`src/rtl/cpu_pkg.sv`:
```
// Shared CPU constants and register-file types.
// READ_DELAY/WRITE_DELAY are the behavioural timing figures used by benches.
package cpu_pkg;
    localparam int DATA_WIDTH  = 8;
    localparam int ADDR_WIDTH  = 3;
    localparam int DEPTH       = 1 << ADDR_WIDTH;
    localparam int READ_DELAY  = 2;
    localparam int WRITE_DELAY = 1;

    typedef logic [DATA_WIDTH-1:0] data_t;
    typedef logic [ADDR_WIDTH-1:0] addr_t;

    typedef enum logic {
        IDLE,
        CLEARING
    } regfile_state_t;
endpackage

```
`src/rtl/reg_file_if.sv`:
```
// Register-file bus: write-back, two read ports, clear and status.
interface reg_file_if;
    import cpu_pkg::*;

    data_t IN;
    addr_t INADDRESS;
    logic  WRITE;
    addr_t OUT1ADDRESS;
    addr_t OUT2ADDRESS;
    logic  CLEAR;
    data_t OUT1;
    data_t OUT2;
    logic  WRITE_ACK;
    logic  BUSY;

    modport master (
        output IN, INADDRESS, WRITE,
        output OUT1ADDRESS, OUT2ADDRESS, CLEAR,
        input  OUT1, OUT2, WRITE_ACK, BUSY
    );

    modport slave (
        input  IN, INADDRESS, WRITE,
        input  OUT1ADDRESS, OUT2ADDRESS, CLEAR,
        output OUT1, OUT2, WRITE_ACK, BUSY
    );
endinterface

```
`src/rtl/regfile_clear_fsm.sv`:
```
// Bulk-clear sequencer: walks one register per cycle from r0 to r(DEPTH-1).
module regfile_clear_fsm
    import cpu_pkg::*;
(
    input  logic  CLK,
    input  logic  RESET,
    input  logic  CLEAR,
    output logic  BUSY,
    output logic  clr_en,
    output addr_t clr_idx
);

    regfile_state_t state_q, state_d;
    addr_t          cnt_q, cnt_d;

    always_comb begin
        state_d = state_q;
        cnt_d   = cnt_q;
        clr_en  = 1'b0;
        clr_idx = cnt_q;
        unique case (state_q)
            IDLE: begin
                if (CLEAR) begin
                    state_d = CLEARING;
                    cnt_d   = '0;
                end
            end
            CLEARING: begin
                clr_en = 1'b1;
                cnt_d  = cnt_q + 1'b1;
                if (cnt_q == addr_t'(DEPTH - 1)) begin
                    state_d = IDLE;
                end
            end
            default: begin
                state_d = IDLE;
                cnt_d   = '0;
            end
        endcase
    end

    assign BUSY = (state_q == CLEARING);

    always_ff @(posedge CLK or posedge RESET) begin
        if (RESET) begin
            state_q <= IDLE;
            cnt_q   <= '0;
        end else begin
            state_q <= state_d;
            cnt_q   <= cnt_d;
        end
    end

endmodule

```
`src/rtl/reg_file.sv`:
```
// 8x8 architectural register file with write-ack and bulk clear.
// Optional same-cycle write-through forwarding: REGFILE_BYPASS_EN.
module reg_file
    import cpu_pkg::*;
(
    input logic       CLK,
    input logic       RESET,
    reg_file_if.slave bus
);

    data_t regs_q [DEPTH];
    data_t regs_d [DEPTH];
    logic  ack_q, ack_d;
    logic  busy;
    logic  clr_en;
    addr_t clr_idx;
    logic  wr_en;
    logic  fwd1, fwd2;

    regfile_clear_fsm u_clear_fsm (
        .CLK     (CLK),
        .RESET   (RESET),
        .CLEAR   (bus.CLEAR),
        .BUSY    (busy),
        .clr_en  (clr_en),
        .clr_idx (clr_idx)
    );

    // A clear request in IDLE wins over a coincident write.
    assign wr_en = !busy && bus.WRITE && !bus.CLEAR;

    always_comb begin
        regs_d = regs_q;
        ack_d  = wr_en;
        if (clr_en) begin
            regs_d[clr_idx] = '0;
        end else if (wr_en) begin
            regs_d[bus.INADDRESS] = bus.IN;
        end
    end

    always_ff @(posedge CLK or posedge RESET) begin
        if (RESET) begin
            regs_q <= '{default: '0};
            ack_q  <= 1'b0;
        end else begin
            regs_q <= regs_d;
            ack_q  <= ack_d;
        end
    end

`ifdef REGFILE_BYPASS_EN
    assign fwd1 = wr_en && (bus.INADDRESS == bus.OUT1ADDRESS);
    assign fwd2 = wr_en && (bus.INADDRESS == bus.OUT2ADDRESS);
`else
    assign fwd1 = 1'b0;
    assign fwd2 = 1'b0;
`endif

    assign bus.OUT1      = fwd1 ? bus.IN : regs_q[bus.OUT1ADDRESS];
    assign bus.OUT2      = fwd2 ? bus.IN : regs_q[bus.OUT2ADDRESS];
    assign bus.WRITE_ACK = ack_q;
    assign bus.BUSY      = busy;

endmodule

```
`src/flat_wrapper.sv`:
```
// flat-port wrapper written by rule: the top's interface ports become plain ports
module reg_file_flat import cpu_pkg::*;
  (CLK, RESET, bus_IN, bus_INADDRESS, bus_WRITE, bus_OUT1ADDRESS, bus_OUT2ADDRESS, bus_CLEAR, bus_OUT1, bus_OUT2, bus_WRITE_ACK, bus_BUSY);
  reg_file_if bus_i ();
  input logic CLK;
  input logic RESET;
  input wire logic [$bits(bus_i.IN)-1:0] bus_IN;
  input wire logic [$bits(bus_i.INADDRESS)-1:0] bus_INADDRESS;
  input wire logic [$bits(bus_i.WRITE)-1:0] bus_WRITE;
  input wire logic [$bits(bus_i.OUT1ADDRESS)-1:0] bus_OUT1ADDRESS;
  input wire logic [$bits(bus_i.OUT2ADDRESS)-1:0] bus_OUT2ADDRESS;
  input wire logic [$bits(bus_i.CLEAR)-1:0] bus_CLEAR;
  output wire logic [$bits(bus_i.OUT1)-1:0] bus_OUT1;
  output wire logic [$bits(bus_i.OUT2)-1:0] bus_OUT2;
  output wire logic [$bits(bus_i.WRITE_ACK)-1:0] bus_WRITE_ACK;
  output wire logic [$bits(bus_i.BUSY)-1:0] bus_BUSY;
  assign bus_i.IN = bus_IN;
  assign bus_i.INADDRESS = bus_INADDRESS;
  assign bus_i.WRITE = bus_WRITE;
  assign bus_i.OUT1ADDRESS = bus_OUT1ADDRESS;
  assign bus_i.OUT2ADDRESS = bus_OUT2ADDRESS;
  assign bus_i.CLEAR = bus_CLEAR;
  assign bus_OUT1 = bus_i.OUT1;
  assign bus_OUT2 = bus_i.OUT2;
  assign bus_WRITE_ACK = bus_i.WRITE_ACK;
  assign bus_BUSY = bus_i.BUSY;
  reg_file u_core (.CLK(CLK), .RESET(RESET), .bus(bus_i));
endmodule
```
`config.mk`:
```
export PLATFORM = sky130hd
export DESIGN_NAME = reg_file_flat
export DESIGN_NICKNAME = d
export VERILOG_FILES = /design/src/rtl/cpu_pkg.sv /design/src/rtl/reg_file_if.sv /design/src/rtl/regfile_clear_fsm.sv /design/src/rtl/reg_file.sv /design/src/flat_wrapper.sv
export SDC_FILE = /design/constraint.sdc
export NUM_CORES = 1
export LEC_CHECK = 0
export BUFFER_PORTS_ARGS = -buffer_cell sky130_fd_sc_hd__buf_2
export CAP_MARGIN = 0
export CORE_MARGIN = 2
export CORE_UTILIZATION = 55
export DETAILED_ROUTE_END_ITERATION = 8
export GPL_ROUTABILITY_DRIVEN = 0
export GPL_TIMING_DRIVEN = 0
export PLACE_DENSITY_LB_ADDON = 0.3
export SLEW_MARGIN = 10
export SYNTH_ARGS = -nofsm -noshare
export SYNTH_HDL_FRONTEND = slang
export SYNTH_HIERARCHICAL = 1
export SYNTH_SLANG_ARGS = --single-unit
export TNS_END_PERCENT = 1
```
`constraint.sdc`:
```
create_clock -name CLK -period 3.5 [get_ports CLK]
set_input_delay 0.35 -clock CLK [delete_from_list [all_inputs] [get_ports CLK]]
set_output_delay 0.35 -clock CLK [all_outputs]
set_load 0.01 [all_outputs]
```
==> summary.txt, run 1 <==
STA
  • Setup tns final: 0 ns
  • Tightest slew margin relative to the limit: 60.9%
  • Final Hold Viols: 0
  • Setup repair after global routing missed its margin: no
  • Worst clock skew on the final layout: 0.00823 ns
  • Total of endpoints with negative setup slack in the final report: 0
  • Final-report max-slew violation count: 0
  • Pin slew with the least headroom to its limit: just under 0.6 ns
  • Final critical delay including setup and external delays: around 2.1 ns
  • Peak Freq: 0.477 GHz
  • Final worst-path cycle share: around three fifths

Worst setup path
  • Slowest library cell on the worst path: sky130_fd_sc_hd__mux4_1
  • List of cells traversed by the critical path: mux4_1 > mux2_2 > buf_2
  • Crit. End Element: output port
  • Startpoint of the worst-slack reg-to-reg timing path: u_core/u_clear_fsm/BUSY$_DFF_PP0_
  • R2r setup slk: between 1.5 and 2 ns
  • Capture instance of the worst register-to-register path: u_core/regs_q[50]$_DFFE_PP0P_
  • Number of cells on the worst reg-to-reg path: 5
  • Gate family responsible for the most delay along the worst path: multiplexers
  • Data arrival time of the worst path: between 1.5 and 2 ns
  • Buffers and inverters on the worst path: 1
  • Worst EP required: about 3.2 ns
  • Crit path max fanout: 3
  • Critical path start-end classification: reg2out
  • Critical Path Source Type: flop
  • Stage delay of the slowest cell on the critical path: roughly 0.56 ns

Synthesis
  • Number of flops mapped to enable cells by yosys: 0
  • Synthesized flop and latch total: between 60 and 70
  • Commonest register cell after synthesis: sky130_fd_sc_hd__dfrtp_1
  • Post-synthesis mux area share: ~41%
  • Number of distinct library cells after synthesis: 29
  • Adder-cell area share of the yosys netlist: less than 1%
  • Combinational family with the most area after synthesis: multiplexers
  • Netlist area before placement: between 4000 and 5000 um2
  • Part of the Yosys area used for sequential elements: between 40% and 50%
  • Net count after synthesis: between 300 and 400
  • Ys async rst share: 100%
  • Ys Warns: 6
  • Mean post-synth cell area: 13.2 um2
  • Area fraction in compound gates after synthesis: less than 1%
  • Share of the synthesized netlist area taken by xor and xnor gates: 0%
  • Simple-gate share of the synthesized area: between 10% and 20%
  • Post-Synthesis Cells: 310

Hold path
  • Hold path startpoint: bus_CLEAR
  • Worst hold path depth: 2
  • Kind of path behind the tightest hold check: in2reg
  • Worst-case hold path end point: u_core/u_clear_fsm/clr_idx[1]$_DFFE_PP0P_

Layout
  • Most common cell after layout, fill and taps aside: sky130_fd_sc_hd__nand2_1
  • Leading cell types in the layout, fill and taps excluded: sky130_fd_sc_hd__nand2_1, sky130_fd_sc_hd__dfrtp_1, sky130_fd_sc_hd__mux2i_1, sky130_fd_sc_hd__buf_2, sky130_fd_sc_hd__mux4_1
  • Area added between synthesis and finish: 12.3%
  • Final Net Count: roughly 380
  • Final standard cell utilization of the core: between 60% and 70%
  • Count of antenna diodes in the layout: 0
  • Fraction of layout instances using a drive strength above 1: a little under a quarter

Clocking
  • TritonCTS clock tree: done
  • Clock root buffer: sky130_fd_sc_hd__clkbuf_8
  • Deepest level of the CTS H-tree: 3
  • Clk buf depth: 2
  • Post-CTS setup-driven buffer insertion count: 0
  • Count of cells resized by post-cts repair: 0
  • Clock transition at path regs: 0.08 ns
  • Clock sink total: 69
  • Number of buffers added to fix hold violations after cts: 1
  • Number of buffers inserted during clock tree synthesis: 9
  • Skew-Pair Late Insertion Delay: around 0.34 ns

Global routing
  • Number of antenna violations at the first check in global routing: 0
  • Wire length of the first global-routing pass: 15.6 mm
  • Pin count of the biggest net entering global routing: 48
  • Total routing usage reported by global routing: 25.3%
  • Number of global-route vias before repair: roughly 2900
  • Residual overflow from global routing: 0

Die
  • Initial cell density of the core: a little under three fifths
  • Core Rows: 31
  • Die outline area: slightly above 8000 um2
  • Placeable core region: 7210 um2
  • Chip height: ~90 um
  • Number of primary I/O pins: 39
  • Horizontal die dimension: 90.1 um

Placement
  • Quantity of I/O buffers inserted on ports: 32
  • Half-perimeter wire length after placement: about 6.6 mm

Drt
  • DR WL/cell: 21.1 um
  • Routed WL: around 9.7 mm
  • Residual antenna-violating net count after detailed routing: 0
  • Number of vias in the routed layout: about 2700
  • Drt initial violations: ~150
  • Detailed-route DRC error count: 0
  • 1st-pass router iterations: 4
  • Ratio of routed vias to standard cells: approximately 6

Pwr
  • Power density over cell area: between 500 and 600 nW/um2
  • Max VDD drop: approximately 0.55 mV
  • Reported leakage power: 2.57 nW
  • Post-route total power: about 0.0025 W

Outcome
  • Run status: finished, final reports clean

Job
  • Max capacitance violation total: 0
area by class of cell:
| class | count | area, um2 |
|---|---|---|
| inverter | 10 | 40.0 |
| fill | 597 | 2630 |
| sequential | 69 | 1730 |
| multi-input combinational | 210 | 2170 |
| clock inverter | 4 | 22.5 |
| clock buffer | 12 | 155 |
| tap | 99 | 124 |
| timing repair buffer | 34 | 198 |
| buffer | 21 | 146 |
logic make-up (layout without fill, tap and decap cells):
kind of cell    after synthesis  in the layout
flops                        69             69
compound gates                3              3
mux                         113            113
simple gates                 92             92
fa+ha+maj                     2              2
buf+inv                      31             81
cells in the mapped netlist, drive strengths merged, types with 2 or more instances:
| library cell | count | area (um2) |
|---|---|---|
| buf | 17 | 131 |
| dfrtp | 69 | 1730 |
| nor2 | 2 | 7.51 |
| inv | 10 | 37.5 |
| ha | 2 | 25.0 |
| nand2 | 70 | 263 |
| nand4bb | 3 | 33.8 |
| nand3 | 2 | 20.0 |
| mux4 | 32 | 833 |
| clkbuf | 4 | 15.0 |
| nor3b | 2 | 15.0 |
| o21ai | 2 | 13.8 |
| mux2i | 65 | 651 |
| nand2b | 3 | 18.8 |
| nand4b | 4 | 35.0 |
| mux2 | 16 | 180 |
flip-flops by register name, indices dropped and copies added (netlist names):
name / flops
u_core/regs_q: 64
u_core/u_clear_fsm/BUSY: 1
u_core/u_clear_fsm/clr_idx: 3
u_core/bus.WRITE_ACK: 1
worst max-delay path by stage:
stage | from | endpoint | slack [ns] | cells past startpoint
finish | u_core/regs_q[25]$_DFFE_PP0P_ | bus_OUT1[1] | 1.40 | 3
global route | u_core/regs_q[25]$_DFFE_PP0P_ | bus_OUT1[1] | 1.37 | 3
CTS | u_core/regs_q[25]$_DFFE_PP0P_ | bus_OUT1[1] | 1.40 | 3
detailed placement | bus_OUT2ADDRESS[2] | bus_OUT2[6] | 1.47 | 5
global placement | RESET | u_core/regs_q[52]$_DFFE_PP0P_ | 0.61 | 2
floorplan | RESET | u_core/bus.WRITE_ACK$_DFF_PP0_ | 1.52 | 1
power by group:
part | leakage (nW) | internal, W | total (W) | switching, W
registers | 0.942 | 0.000972 | 0.00111 | 0.000140
logic | 1.54 | 0.000357 | 0.000786 | 0.000429
clock network | 0.0921 | 0.000293 | 0.000593 | 0.000301
per-stage QoR:
step | std cells | cell area, um2 | hold slack, ns | worst slack (ns)
4_1_cts | 459 | 4580 | 0.277 | 1.40
2_1_floorplan | 310 | 4080 | 0.116 | 1.52
3_5_place_dp | 442 | 4390 | 0.274 | 1.47
5_1_grt | 459 | 4580 | 0.296 | 1.37
6_report | 459 | 4580 | 0.290 | 1.40
3_3_place_gp | 441 | 4360 | 0.244 | 0.613
metal layers:
layer | vias to the layer above | part of all wire [%] | GRT usage (%)
li1 | 1246 | - | -
met1 | 1398 | 43 | 34.3
met2 | 88 | 51 | 42.7
met3 | 11 | 4.2 | 2.85
met4 | 0 | 1.5 | 8.97
met5 | - | 0 | 0
worst reg2reg max path, delay by kind of cell, from the launching register on:
kind / cells / cell delay, ns
DFF: 1 / 0.52
and+or+nand+nor: 2 / 0.68
buffers and inverters: 2 / 0.39
muxes: 1 / 0.29
Note: power is estimated with default switching activity, not from simulation.
==> inputs of run 2 (changes only) <==
Settings changed: CORE_UTILIZATION 55 to 54.
Clock period 3.5 ns to 1.88 ns, I/O delays scaled along.
==> summary.txt, run 2 (same netlist as run 1, synthesis figures left out) <==
STA
  • Final worst-path cycle share: 99.6%
  • Total of endpoints with negative setup slack in the final report: 0
  • Setup tns final: 0 ns
  • Final Hold Viols: 0
  • Worst clock skew on the final layout: 0.00795 ns
  • Setup repair after global routing missed its margin: yes
  • Final critical delay including setup and external delays: 1.87 ns
  • Tightest slew margin relative to the limit: 49.1%
  • Pin slew with the least headroom to its limit: 0.764 ns
  • Setup slack of the critical path after layout: between 0.007 and 0.008 ns
  • Peak Freq: approximately 0.53 GHz
  • Final-report max-slew violation count: 0

Pwr
  • Max VDD drop: 0.882 mV
  • Power density over cell area: ~1100 nW/um2
  • Reported leakage power: around 2.4 nW

Worst setup path
  • Buffers and inverters on the worst path: 2
  • Slowest library cell on the worst path: sky130_fd_sc_hd__dfrtp_2
  • Worst EP required: between 2 and 2.5 ns
  • Gate family responsible for the most delay along the worst path: simple AND/OR/NAND/NOR gates
  • Stage delay of the slowest cell on the critical path: 0.50 ns
  • Data arrival time of the worst path: approximately 2.1 ns
  • Crit. End Element: flop
  • R2r setup slk: between 0.007 and 0.008 ns
  • Critical Path Source Type: flop
  • Crit path max fanout: 12
  • Critical path start-end classification: reg2reg
  • List of cells traversed by the critical path: buf_6 > clkbuf_4 > nor3_1 > nand2_1 > mux2i_1

Clocking
  • TritonCTS clock tree: done
  • Clock transition at path regs: ~0.080 ns
  • Post-CTS setup-driven buffer insertion count: 0
  • Skew-Pair Late Insertion Delay: approximately 0.35 ns
  • Number of buffers inserted during clock tree synthesis: 9
  • Clock root buffer: sky130_fd_sc_hd__clkbuf_8
  • Clk buf depth: 2
  • Clock sink total: 69
  • Deepest level of the CTS H-tree: 3

Layout
  • Register ranked first by flip-flop count: u_core/regs_q
  • Count of antenna diodes in the layout: 0
  • Cell area after layout: ~4700 um2
  • Leading cell types in the layout, fill and taps excluded: sky130_fd_sc_hd__nand2_1, sky130_fd_sc_hd__dfrtp_1, sky130_fd_sc_hd__mux2i_1, sky130_fd_sc_hd__mux4_2, sky130_fd_sc_hd__buf_2
  • Final Net Count: 378
  • Fraction of layout instances using a drive strength above 1: roughly 32%
  • Register area: about 1700 um2
  • Max FFs per register: 64
  • Fill cells: approximately 600
  • Area used by multi-input combinational logic: between 2000 and 2500 um2
  • Area added between synthesis and finish: 14.2%

Drt
  • Number of vias in the routed layout: 2758
  • Routed metal-1 wire length: 4.09 mm
  • Top routing layer in use: met4
  • Residual antenna-violating net count after detailed routing: 0
  • Detailed-route DRC error count: 0
  • Drt initial violations: approximately 270
  • Total length of routed met3 wires: 689 um
  • Length of routed met2 wiring: roughly 5.5 mm
  • Ratio of routed vias to standard cells: between 6 and 7
  • Routed WL: 10.4 mm
  • DR WL/cell: approximately 23 um
  • 1st-pass router iterations: 4

Global routing
  • Number of global-route vias before repair: 2926
  • Number of antenna violations at the first check in global routing: 0
  • Residual overflow from global routing: 0
  • Total routing usage reported by global routing: around 27%
  • Wire length of the first global-routing pass: 16.3 mm
  • Pin count of the biggest net entering global routing: 52

Placement
  • Instance area at placement: 4390 um2
  • Half-perimeter wire length after placement: approximately 6.6 mm
  • Worst slack at placement: -0.0732 ns
  • Quantity of I/O buffers inserted on ports: 32

Die
  • Placeable core region: around 7300 um2
  • Horizontal die dimension: a little over 90 um
  • Initial cell density of the core: approximately 56%
  • Core Rows: 31
  • Die outline area: 8260 um2
  • Number of primary I/O pins: 39
  • Chip height: 90.9 um

Job
  • Max capacitance violation total: 0

Outcome
  • Run status: finished, final reports clean

Hold path
  • Kind of path behind the tightest hold check: in2reg
## run 2: where the power goes
group	switching [W]	internal, W
clock network	0.000578	0.000747
registers	0.000289	0.00181
logic	0.000867	0.000802
## run 2: stage by stage
step / power (W) / instances / utilization (%) / hold WS, ns
finish: 0.00509 / 458 / 63.9 / 0.114
global route: 0.00538 / 458 / 63.9 / 0.110
CTS: 0.00495 / 458 / 62.6 / 0.0932
detailed placement: 0.00358 / 442 / 60.2 / 0.113
global placement: 0.00346 / 441 / 59.8 / 0.0852
floorplan: 0.00305 / 310 / - / -0.0459
## run 2: timing repair
item / 4_1_cts / 5_1_grt
resized for setup: 15 / 48
hold buffers: 1 / 0
endpoints found under the setup margin: 52 / 56
hold endpoints to repair: 18 / 0
pin swaps: 0 / 3
## run 2: cell type report
cell class / instances / share of cell area, %
Tap cell: 99 / 2.66
Timing Repair Buffer: 34 / 5.99
Clock inverter: 5 / 1.85
Multi-Input combinational cell: 210 / 45.5
Sequential cell: 69 / 37.1
Inverter: 10 / 0.860
Buffer: 21 / 3.28
Clock buffer: 10 / 2.74
## run 2: per-layer routing
layer  vias up  track usage [%]
met2       107             43.7
met3        16             7.68
met1      1417             34.6
met4         0             9.97
met5         -                0
li1       1218                -
## run 2: worst paths after layout
| kind | startpoint | to | depth (start not counted) |
|---|---|---|---|
| worst max-delay path | u_core/u_clear_fsm/BUSY$_DFF_PP0_ | u_core/regs_q[41]$_DFFE_PP0P_ | 5 |
| worst min-delay path | bus_WRITE | u_core/bus.WRITE_ACK$_DFF_PP0_ | 2 |
| worst max register to register | u_core/u_clear_fsm/BUSY$_DFF_PP0_ | u_core/regs_q[41]$_DFFE_PP0P_ | 5 |
| worst min register to register | u_core/u_clear_fsm/clr_idx[0]$_DFFE_PP0P_ | u_core/u_clear_fsm/clr_idx[0]$_DFFE_PP0P_ | 1 |
| max in group asynchronous | RESET | u_core/regs_q[11]$_DFFE_PP0P_ | 4 |
| min in group asynchronous | RESET | u_core/u_clear_fsm/clr_idx[2]$_DFFE_PP0P_ | 3 |
==> inputs of run 3 (changes only) <==
==> constraint.sdc (replaced) <==
create_clock -name CLK -period 1.88 [get_ports CLK]
set_input_delay 0.376 -clock CLK [delete_from_list [all_inputs] [get_ports CLK]]
set_output_delay 0.376 -clock CLK [all_outputs]
set_load 0.01 [all_outputs]
==> summary.txt, run 3 (same netlist as run 1, synthesis figures left out) <==
Outcome
  • Run status: finished with violations
  • Violated checks: negative setup slack

Pwr
  • Max VDD drop: between 0.9 and 1 mV
  • Power density over cell area: 1040 nW/um2
  • Reported leakage power: between 2 and 2.5 nW

STA
  • Peak Freq: 0.490 GHz
  • Final-report max-slew violation count: 0
  • Total of endpoints with negative setup slack in the final report: 16
  • Tightest slew margin relative to the limit: 52.7%
  • Pin slew with the least headroom to its limit: between 0.7 and 0.8 ns
  • Worst clock skew on the final layout: 0.00579 ns
  • Setup repair after global routing missed its margin: yes
  • Final critical delay including setup and external delays: slightly above 2 ns
  • Final Hold Viols: 0
  • Final worst-path cycle share: 109%
  • Setup tns final: -2.26 ns
  • Setup slack of the critical path after layout: -0.160 ns
  • Worst hold slack: ~0.31 ns

Drt
  • Residual antenna-violating net count after detailed routing: 0
  • Ratio of routed vias to standard cells: around 6.0
  • Detailed-route DRC error count: 0
  • DR WL/cell: 21.3 um
  • 1st-pass router iterations: 4
  • Drt initial violations: between 200 and 250
  • Routed WL: between 9 and 10 mm
  • Number of vias in the routed layout: between 2000 and 3000

Layout
  • Fill cells: 607
  • Final Net Count: 383
  • Max FFs per register: 64
  • Area used by multi-input combinational logic: roughly 2100 um2
  • Fraction of layout instances using a drive strength above 1: between 30% and 40%
  • Register ranked first by flip-flop count: u_core/regs_q
  • Cell area after layout: ~4700 um2
  • Leading cell types in the layout, fill and taps excluded: sky130_fd_sc_hd__nand2_1, sky130_fd_sc_hd__dfrtp_1, sky130_fd_sc_hd__mux2i_1, sky130_fd_sc_hd__mux4_2, sky130_fd_sc_hd__buf_2
  • Filler-free cell count of the finished design: approximately 460
  • Final standard cell utilization of the core: between 60% and 70%
  • Area added between synthesis and finish: 14.9%
  • Count of antenna diodes in the layout: 0
  • Register area: between 1500 and 2000 um2

Die
  • Placeable core region: roughly 7300 um2
  • Chip height: about 90 um
  • Number of primary I/O pins: 39
  • Horizontal die dimension: 90.9 um
  • Initial cell density of the core: 55.9%
  • Core Rows: 31
  • Die outline area: roughly 8300 um2

Global routing
  • Pin count of the biggest net entering global routing: 37
  • Number of global-route vias before repair: roughly 2900
  • Number of antenna violations at the first check in global routing: 0
  • Wire length of the first global-routing pass: 16.0 mm
  • Total routing usage reported by global routing: a little over a quarter
  • Residual overflow from global routing: 0

Worst setup path
  • Crit path max fanout: 3
  • Crit. End Element: output port
  • Critical Path Source Type: flop
  • Data arrival time of the worst path: roughly 1.7 ns
  • Worst EP required: about 1.5 ns
  • Critical path start-end classification: reg2out
  • Number of cells on the worst reg-to-reg path: 5

Clocking
  • Deepest level of the CTS H-tree: 3
  • Clock root buffer: sky130_fd_sc_hd__clkbuf_8
  • Number of buffers inserted during clock tree synthesis: 9
  • Skew-Pair Late Insertion Delay: between 0.3 and 0.4 ns
  • TritonCTS clock tree: done
  • Clock sink total: between 60 and 70
  • Clk buf depth: 2
  • Clock transition at path regs: approximately 0.080 ns

Job
  • Max capacitance violation total: 0

Hold path
  • Worst hold path depth: 2
  • Kind of path behind the tightest hold check: in2reg

Placement
  • Quantity of I/O buffers inserted on ports: 32
  • Instance area at placement: between 4000 and 5000 um2
  • Half-perimeter wire length after placement: ~6.6 mm
  • Placed cell count: 442
[run 3: cell types whose count changed in the layout (fill, tap and decap cells not counted), moves of 2 or more]
| cell | delta |
|---|---|
| sky130_fd_sc_hd__buf_12 | +4 |
| sky130_fd_sc_hd__buf_4 | +4 |
| sky130_fd_sc_hd__clkinv_2 | +3 |
| sky130_fd_sc_hd__clkinv_4 | -3 |
| sky130_fd_sc_hd__bufinv_16 | -2 |
| sky130_fd_sc_hd__clkbuf_8 | +2 |
| sky130_fd_sc_hd__clkinvlp_4 | +2 |
| sky130_fd_sc_hd__mux2_2 | +2 |
| sky130_fd_sc_hd__mux2_4 | -2 |
| sky130_fd_sc_hd__mux4_1 | +2 |
| sky130_fd_sc_hd__mux4_2 | -2 |
[run 3: final timing paths]
path,startpoint,end,slack [ns]
max,u_core/regs_q[17]$_DFFE_PP0P_,bus_OUT2[1],-0.16
min,bus_CLEAR,u_core/u_clear_fsm/clr_idx[1]$_DFFE_PP0P_,0.31
max reg2reg,u_core/u_clear_fsm/BUSY$_DFF_PP0_,u_core/regs_q[41]$_DFFE_PP0P_,0.03
min reg2reg,u_core/u_clear_fsm/clr_idx[0]$_DFFE_PP0P_,u_core/u_clear_fsm/clr_idx[0]$_DFFE_PP0P_,0.53
max in group asynchronous,RESET,u_core/regs_q[51]$_DFFE_PP0P_,0.58
min in group asynchronous,RESET,u_core/u_clear_fsm/BUSY$_DFF_PP0_,0.47
[run 3: metal layers]
layer	track usage (%)	part of all wire, %
met3	4.01	5.9
met2	41.2	51
met5	0	0
met1	35.7	41
met4	12.2	2.2
[run 3: timing repair]
| item | 4_1_cts | 5_1_grt |
|---|---|---|
| hold buffers | 1 | 0 |
| endpoints found under the setup margin | 53 | 48 |
| setup buffers | 3 | 2 |
| pin swaps | 0 | 3 |
| endpoints found under the hold margin | 4 | 0 |
| gates resized for setup | 61 | 5 |
[run 3: through the flow]
stage / worst slack, ns / total power (W)
floorplan: 0.0558 / 0.00305
global placement: -0.183 / 0.00346
detailed placement: -0.203 / 0.00356
CTS: -0.170 / 0.00486
global route: -0.198 / 0.00517
finish: -0.160 / 0.00488
[run 3: final cells by class]
type	count	area share (%)
well taps	99	2.64
flip-flops and latches	69	36.9
inverters	10	0.881
multi-input cells	210	45.2
clock buffers	12	3.31
clock inverters	4	0.481
repair buffers	39	6.86
plain buffers	21	3.76
[run 3: worst max-delay path: stages, from the launching register on]
cell and delay [ns]:
sky130_fd_sc_hd__dfrtp_1 0.40, sky130_fd_sc_hd__mux4_2 0.50, sky130_fd_sc_hd__mux2_4 0.30, sky130_fd_sc_hd__buf_6 0.12
[run 3: where the power goes]
group          internal, W  total (W)  switching [W]
Sequential         0.00181    0.00210       0.000286
Combinational     0.000840    0.00168       0.000841
Clock             0.000544    0.00110       0.000552
